<file path="config.mk">
export PLATFORM = sky130hd
export DESIGN_NAME = level_timer
export DESIGN_NICKNAME = d
export VERILOG_FILES = /design/src/rtl/level_timer_pkg.sv /design/src/rtl/level_timer_bcd_digit_down.sv /design/src/rtl/level_timer.sv
export SDC_FILE = /design/constraint.sdc
export NUM_CORES = 1
export LEC_CHECK = 0
export ABC_CLOCK_PERIOD_IN_PS = 7800
export CAP_MARGIN = 40
export CORE_MARGIN = 8
export CORE_UTILIZATION = 43
export CTS_CLUSTER_SIZE = 24
export DETAILED_ROUTE_END_ITERATION = 10
export GPL_ROUTABILITY_DRIVEN = 0
export GPL_TIMING_DRIVEN = 0
export PLACE_DENSITY_LB_ADDON = 0.3
export SYNTH_ARGS = -nofsm -noshare
export SYNTH_HDL_FRONTEND = slang
export SYNTH_SLANG_ARGS = --single-unit
</file>
<file path="constraint.sdc">
create_clock -name clk -period 7.8 [get_ports clk]
set_input_delay 1.56 -clock clk [delete_from_list [all_inputs] [get_ports clk]]
set_output_delay 1.56 -clock clk [all_outputs]
set_load 0.02 [all_outputs]
</file>
<file path="src/rtl/level_timer_pkg.sv">
// Shared definitions for the level countdown timer.
//   - state_t    : timer FSM encoding (IDLE / RUN / EXPIRED)
//   - BCD_DIGITS : number of BCD digits shown on the HEX display
//   - BCD_W      : packed width of the BCD count
//   - bcd_legal  : true when every nibble of a packed BCD value is <= 9
package level_timer_pkg;

    localparam int BCD_DIGITS = 3;
    localparam int BCD_W      = 12;

    typedef enum logic [1:0] {
        IDLE    = 2'd0,
        RUN     = 2'd1,
        EXPIRED = 2'd2
    } state_t;

    function automatic logic bcd_legal(input logic [BCD_W-1:0] v);
        logic ok;
        ok = 1'b1;
        for (int i = 0; i < BCD_DIGITS; i++) begin
            if (v[i*4 +: 4] > 4'd9) ok = 1'b0;
        end
        return ok;
    endfunction

endpackage

</file>
<file path="src/rtl/level_timer_bcd_digit_down.sv">
// Single BCD digit decrementer, one link of a borrow chain.
// Ports:
//   digit      in  4  current digit (0..9)
//   borrow_in  in  1  decrement request from the digit below (or the tick)
//   digit_next out 4  digit after the optional decrement (0 wraps to 9)
//   borrow_out out 1  this digit wrapped, so the next digit up must decrement
module bcd_digit_down (
    input  logic [3:0] digit,
    input  logic       borrow_in,
    output logic [3:0] digit_next,
    output logic       borrow_out
);

    always_comb begin
        digit_next = digit;
        borrow_out = 1'b0;
        if (borrow_in) begin
            if (digit == 4'd0) begin
                digit_next = 4'd9;
                borrow_out = 1'b1;
            end else begin
                digit_next = digit - 4'd1;
            end
        end
    end

endmodule

</file>
<file path="src/rtl/level_timer.sv">
// Per-level countdown timer fed by the game-level FSM. Counts seconds down in
// 3-digit BCD and pulses time_up for one cycle when the count reaches 000.
// A rising edge on any level flag while running reloads the count.
// Optional feature macro: LEVEL_TIMER_WARN_EN (registered low-time warning).
// Ports:
//   clk           in   1   system clock, rising edge
//   reset         in   1   synchronous, active-high
//   timer_enable  in   1   high while a level is being played
//   lvl1/2/3      in   1   one-hot level-active flags
//   secs_bcd      out  12  remaining seconds, packed BCD {hundreds,tens,ones}
//   running       out  1   high in RUN
//   time_up       out  1   one-cycle pulse as the count lands on 000
//   warn          out  1   count at or below WARN_BCD while running (0 if feature absent)
module level_timer
    import level_timer_pkg::*;
#(
    parameter int               TICK_DIV  = 50_000_000,
    parameter logic [BCD_W-1:0] START_BCD = 12'h300,
    parameter logic [BCD_W-1:0] WARN_BCD  = 12'h030
) (
    input  logic             clk,
    input  logic             reset,
    input  logic             timer_enable,
    input  logic             lvl1,
    input  logic             lvl2,
    input  logic             lvl3,
    output logic [BCD_W-1:0] secs_bcd,
    output logic             running,
    output logic             time_up,
    output logic             warn
);

    localparam int            PW        = $clog2(TICK_DIV);
    localparam logic [PW-1:0] TICK_LAST = PW'(TICK_DIV - 1);

    // Elaboration-time parameter sanity checks.
    if (TICK_DIV < 2 || TICK_DIV > (1 << 26)) begin : g_bad_tick_div
        $error("level_timer: TICK_DIV out of range");
    end
    if (START_BCD == '0 || !bcd_legal(START_BCD)) begin : g_bad_start
        $error("level_timer: START_BCD must be non-zero legal BCD");
    end
    if (!bcd_legal(WARN_BCD)) begin : g_bad_warn
        $error("level_timer: WARN_BCD must be legal BCD");
    end

    state_t           state_q, state_n;
    logic [BCD_W-1:0] secs_q, secs_n;
    logic [PW-1:0]    presc_q, presc_n;
    logic             running_q, running_n;
    logic             time_up_q, time_up_n;
    logic             warn_q, warn_n;
    logic [2:0]       lvl_prev_q;

    logic [2:0] lvl_now, lvl_rise;
    logic       tick;

    assign lvl_now  = {lvl3, lvl2, lvl1};
    assign lvl_rise = lvl_now & ~lvl_prev_q;
    assign tick     = (presc_q == TICK_LAST);

    // Borrow chain: always decrement by one; the result is used only on tick.
    logic [BCD_DIGITS-1:0][3:0] digits, dec_digits;
    logic [BCD_DIGITS:0]        borrow;
    logic [BCD_W-1:0]           secs_dec;

    assign digits    = secs_q;
    assign borrow[0] = 1'b1;

    for (genvar d = 0; d < BCD_DIGITS; d++) begin : g_digit
        bcd_digit_down u_digit (
            .digit     (digits[d]),
            .borrow_in (borrow[d]),
            .digit_next(dec_digits[d]),
            .borrow_out(borrow[d+1])
        );
    end

    // A borrow out of the hundreds digit means the count was already 000;
    // that is terminal, so saturate rather than wrap to 999.
    assign secs_dec = borrow[BCD_DIGITS] ? '0 : dec_digits;

    always_comb begin
        state_n   = state_q;
        secs_n    = secs_q;
        presc_n   = presc_q;
        running_n = running_q;
        time_up_n = 1'b0;
        unique case (state_q)
            IDLE: begin
                secs_n  = START_BCD;
                presc_n = '0;
                if (timer_enable) begin
                    state_n   = RUN;
                    running_n = 1'b1;
                end
            end
            RUN: begin
                // Priority: disable > level reload > tick.
                if (!timer_enable) begin
                    state_n   = IDLE;
                    secs_n    = START_BCD;
                    presc_n   = '0;
                    running_n = 1'b0;
                end else if (|lvl_rise) begin
                    secs_n  = START_BCD;
                    presc_n = '0;
                end else if (tick) begin
                    presc_n = '0;
                    if (secs_q == BCD_W'(1)) begin
                        secs_n    = '0;
                        time_up_n = 1'b1;
                        state_n   = EXPIRED;
                        running_n = 1'b0;
                    end else begin
                        secs_n = secs_dec;
                    end
                end else begin
                    presc_n = presc_q + 1'b1;
                end
            end
            EXPIRED: begin
                secs_n    = '0;
                presc_n   = '0;
                running_n = 1'b0;
                if (!timer_enable) begin
                    state_n = IDLE;
                    secs_n  = START_BCD;
                end
            end
            default: begin
                state_n   = IDLE;
                secs_n    = START_BCD;
                presc_n   = '0;
                running_n = 1'b0;
            end
        endcase

        // Warn is judged on the values being loaded, so it rises on the edge
        // the count reaches WARN_BCD and drops with any reload or RUN exit.
`ifdef LEVEL_TIMER_WARN_EN
        warn_n = (state_n == RUN) && (secs_n <= WARN_BCD);
`else
        warn_n = 1'b0;
`endif
    end

    always_ff @(posedge clk) begin
        if (reset) state_q <= IDLE;
        else       state_q <= state_n;
    end

    always_ff @(posedge clk) begin
        if (reset) begin
            secs_q     <= START_BCD;
            presc_q    <= '0;
            running_q  <= 1'b0;
            time_up_q  <= 1'b0;
            warn_q     <= 1'b0;
            lvl_prev_q <= 3'b000;
        end else begin
            secs_q     <= secs_n;
            presc_q    <= presc_n;
            running_q  <= running_n;
            time_up_q  <= time_up_n;
            warn_q     <= warn_n;
            lvl_prev_q <= lvl_now;
        end
    end

    assign secs_bcd = secs_q;
    assign running  = running_q;
    assign time_up  = time_up_q;
    assign warn     = warn_q;

endmodule

</file>
# After elaboration in Yosys (flattened, before gate mapping)
# Cells that the tools add are included.
# W data, S select, Z words.
[word_totals]
ff_bits = 45
in_bits = 6
output_inout_bits = 15
wordCells = 71
[classes]
n_addsub = 4
eq_ne = 12
mux = 31
bitwise = 5
n_reduce_logical = 11
[op_table]
columns = ["operator", "n"]
rows = [
  ["$mux W12", 5],
  ["$add A26 B1 Y26 const B", 1],
  ["$eq A26 B26 Y1 const B", 1],
  ["$pmux W12 S2", 1],
  ["$mux W4", 5],
  ["$reduce_or A7 Y1", 2],
  ["$eq A12 B1 Y1 const B", 1],
  ["$logic_not A4 Y1", 3],
  ["$mux W2", 6],
  ["$ne A6 B4 Y1 const B", 2],
  ["$sub A4 B1 Y4 const B", 3],
  ["$mux W1", 11],
  ["$mux W10", 1],
  ["$ne A3 B3 Y1 const B", 3],
  ["$pmux W2 S3", 1],
  ["$reduce_and A5 Y1", 1],
  ["$ne A2 B2 Y1 const B", 2],
  ["$ne A4 B4 Y1 const B", 1],
  ["$reduce_and A2 Y1", 2],
  ["$reduce_and A4 Y1", 1],
  ["$and A3 B3 Y3", 1],
  ["$not A1 Y1", 3],
  ["$not A3 Y3", 1],
  ["$reduce_or A3 Y1", 1],
  ["other kinds (4)", 4],
]

# Longest topological paths before layout
[logic_depth]
ltp_word = 10
mapped_depth = 11
ltp_nobuf = 7

# Cells and area by module
# A second synthesis with hierarchy kept.
[hier_totals]
cells_unflattened = 251
area_unflattened_um2 = 2245.9
[modules_own_cells]
columns = ["module", "instances", "cells_per_inst", "area_per_inst_um2", "seq_area_each_um2"]
rows = [
  ["level_timer", 1, 218, 2009.4, 900.9],
  ["bcd_digit_down", 3, 11, 78.8, 0.0],
]

# Worst setup path before layout
# OpenSTA, ideal clock, no wires.
[synth_path]
kind = "in2reg"
startpoint = "input port lvl1"
endpoint = "register presc_q[17]"
setup_time_ps = 128
arrival_time_ps = 3038
required_ps = 7672
path_slack_ps = 4635
cell_stages = 8
n_path_buf = 3
path_cell_list = "or2b_2 -> and4b_1 -> clkbuf_1 -> nand2_1 -> or2_2 -> clkbuf_1 -> clkbuf_1 -> nor2_1"
[synth_between]
elab_chain_cells = 2
[synth_lines]
columns = ["item", "line_no", "rtl"]
rows = [
  ["from (decl)", "level_timer.sv:24", "input logic lvl1,"],
  ["$and A3 B3 Y3", "level_timer.sv:59", "assign lvl_rise = lvl_now & ~lvl_prev_q;"],
  ["$reduce_or A7 Y1 (no source line)", "n/a", ""],
  ["to (signal assigned)", "level_timer.sv:163", "presc_q <= presc_n;"],
  ["to (decl)", "level_timer.sv:49", "logic [PW-1:0] presc_q, presc_n;"],
]
# No other way between the ends.
# A chain may end at the register's enable or synchronous reset.

# Worst setup path after layout
# Same ends and word-level chain as after synthesis.

==> out/qor.yml <==
cp-start-kind: "input port"
cts_sinks: 45
r2r_slack_ps: 4970
synth_enable_flop_cells: 0
die_area_sq_um: 8358
route.detailed.drc: 0
numPortBuffers: 17
fin_worst_skew_ps: 8.958
cts_hold_buf: 0
nets: 332
drive_above_1_share_pct: 8.861
initialDrtViolationCount: 83
max-vdd-ir-drop_v: 0.00007709
syn_area_sq_um: 2446
postRouteWirelength_mm: 5.105
r2r_start: "secs_bcd[4]$_SDFFE_PP0P_"
grtUsageTotal_pct: 12.88
clk_latency_ps: 300
fmax_ghz: 0.2665
crit_type: "in2reg"
dr_total_vias: 2044
drv_slew: 0
dp_cells: 380
place_hpwl_mm: 3.780
fin_crit_ps: 3753
regToRegEndpoint: "state_q[0]$_SDFFE_PP0P_"
worst_r2r_path_depth: 7
overflow: 0
syn_area_per_cell_sq_um: 8.406
worstPathMaxFanout: 10
async_flop_share_pct: 0
core_area_sq_um: 5507
path_clk_slew_ps: 80
maxCapViolations: 0
n_antenna_cell: 0
endpoint_kind: "flop"
die_height_microns: 91.42
cts_buffer_depth: 2
relSlewSlack_pct: 49.89
initial_core_util_pct: 44.42
cp-endpoint: "presc_q[17]$_SDFF_PP0_"
yosys-top-cells-area: "dfxtp_1 37%, nor2_1 6.3%, ha_1 5.6%"
fill_cells: 533
final_cells: 388
grt_pass1_vias: 1964
io-pin-count: 21
avgRoutedWirePerCell_microns: 13.16
drtPass1Iterations: 5
cts_root_buffer: "clkbuf_8"
rows: 27
worstPathRequired_ps: 7980
hold_ws_ps: 464.5
yosys.area.top_type: "dfxtp_1"
postCtsSetupRepairBufs: 0
antenna_found_initial: 0
postSynthCellCount: 291
status: "finished clean"
tns_ps: 0
htreeDepth: 2
setup_viol: 0
cp.arrival_ps: 3930
cts_resized: 0
synth_cell_type_count: 59
powerDensity_nw_per_um2: 160.1
startpoint: "lvl1"
synth-seq-area-share_pct: 36.83
grt_max_degree: 14
synth_ff_type: "dfxtp_1"
synthesis.nets: 308
cts_tree: "built"
post-synth-top-area-fraction_pct: 36.83
rsz0062_at_grt: "no"
grt_pass1_wl_mm: 9.018
ant_nets: 0
synth_seq_cells: 45
power.leakage_uw: 0.0009575
ys_warn_count: 0
final-hold-violation-count: 0
min_path_type: "reg2reg"
die_w_microns: 91.42
cts_made_buffers: 5
viasPerCell: 5.268
post-route-period-util_pct: 48.11
tightest_slew_ps: 750.1
area_delta_synth_final_pct: 15.40
-- cell families after synthesis --
family / after synthesis / synth area share, %
multiplexers: 3 / 1.228
AO/OA/AOI/OAI: 38 / 11.10
other: 1 / 0.1533
AND/OR/NAND/NOR: 134 / 29.41
XOR/XNOR: 24 / 8.594
flip-flops: 45 / 36.83
buffers and inverters: 35 / 7.059
adder cells (fa/ha/maj): 11 / 5.627
-- through the flow --
step | worst slack, ps | instance area [sq um] | util, % | power [uW]
2_1_floorplan | 4635 | 2446 | - | 264.3
3_3_place_gp | 3717 | 2706 | 49.15 | 274.2
3_5_place_dp | 3722 | 2706 | 49.15 | 274.6
4_1_cts | 4048 | 2823 | 51.26 | 456.7
5_1_grt | 3792 | 2823 | 51.26 | 470.1
6_report | 4047 | 2823 | 51.26 | 451.9
-- placed cells by master (no fill, tap or decap), types with 6 or more instances in the layout --
cell	Yosys	final
dfxtp_1	45	45
nor2_1	41	41
inv_1	22	22
nand2_1	22	22
clkdlybuf4s50_1	0	17
xnor2_1	15	15
nand3_1	14	14
a21oi_1	12	12
nand4_1	11	11
ha_1	11	11
xor2_1	9	9
clkbuf_8	2	8
clkbuf_1	6	7
nor4_1	6	6
-- cell usage after synthesis, types with 2 or more instances --
cell type,n
a211oi_1,2
a21o_1,2
a21oi_1,12
a31oi_1,2
and2_1,3
and4_1,5
buf_2,2
clkbuf_1,6
clkbuf_8,2
dfxtp_1,45
ha_1,11
inv_1,22
mux2i_1,3
nand2_1,22
nand3_1,14
nand3b_1,2
nand4_1,11
nor2_1,41
nor2b_1,4
nor3_1,5
nor3b_1,3
nor4_1,6
nor4b_1,2
o21ai_0,3
o21bai_1,2
or2_2,2
or2b_2,3
xnor2_1,15
xor2_1,9
-- flip-flops by register name, summed over array words and instances (netlist names) --
signal,cells
presc_q,26
secs_bcd,12
lvl_prev_q,3
state_q,2
running,1
time_up,1
-- worst min-delay path by stage --
stage / start / end / depth (start not counted)
finish: presc_q[0]$_SDFF_PP0_ / presc_q[0]$_SDFF_PP0_ / 1
global route: presc_q[0]$_SDFF_PP0_ / presc_q[0]$_SDFF_PP0_ / 1
CTS: presc_q[0]$_SDFF_PP0_ / presc_q[0]$_SDFF_PP0_ / 1
detailed placement: presc_q[0]$_SDFF_PP0_ / presc_q[0]$_SDFF_PP0_ / 1
global placement: presc_q[0]$_SDFF_PP0_ / presc_q[0]$_SDFF_PP0_ / 1
floorplan: presc_q[0]$_SDFF_PP0_ / presc_q[0]$_SDFF_PP0_ / 1
-- power breakdown --
group          internal (uW)  switching, uW  leakage, uW
combinational           15.5           18.1     0.000535
clock                    104           78.3    0.0000585
sequential               233           2.83     0.000364
-- cell type report --
class	count	area [sq um]	share of cell area, %
multi-input combinational	211	1373	48.63
sequential	45	900.9	31.91
timing repair buffer	17	170.2	6.028
buffer	13	90.09	3.191
tap	72	90.09	3.191
clock buffer	7	86.33	3.059
inverter	22	82.58	2.926
clock inverter	1	30.03	1.064
-- per-layer routing --
layer / GRT usage [%] / vias to the layer above / wire length, microns
met3: 3.210 / 11 / 197
met4: 4.775 / 0 / 81
met5: 0 / - / 0
li1: - / 1052 / -
met2: 21.85 / 33 / 2419
met1: 15.24 / 948 / 2407
-- critical path, cell delays in order --
cell and delay, ps:
clkdlybuf4s50_1 470, or2b_2 330, and4b_1 240, clkbuf_1 210, nand2_1 190, or2_2 130, clkbuf_1 300, clkbuf_1 400
nor2_1 100
(Power assumes the default switching activity.)
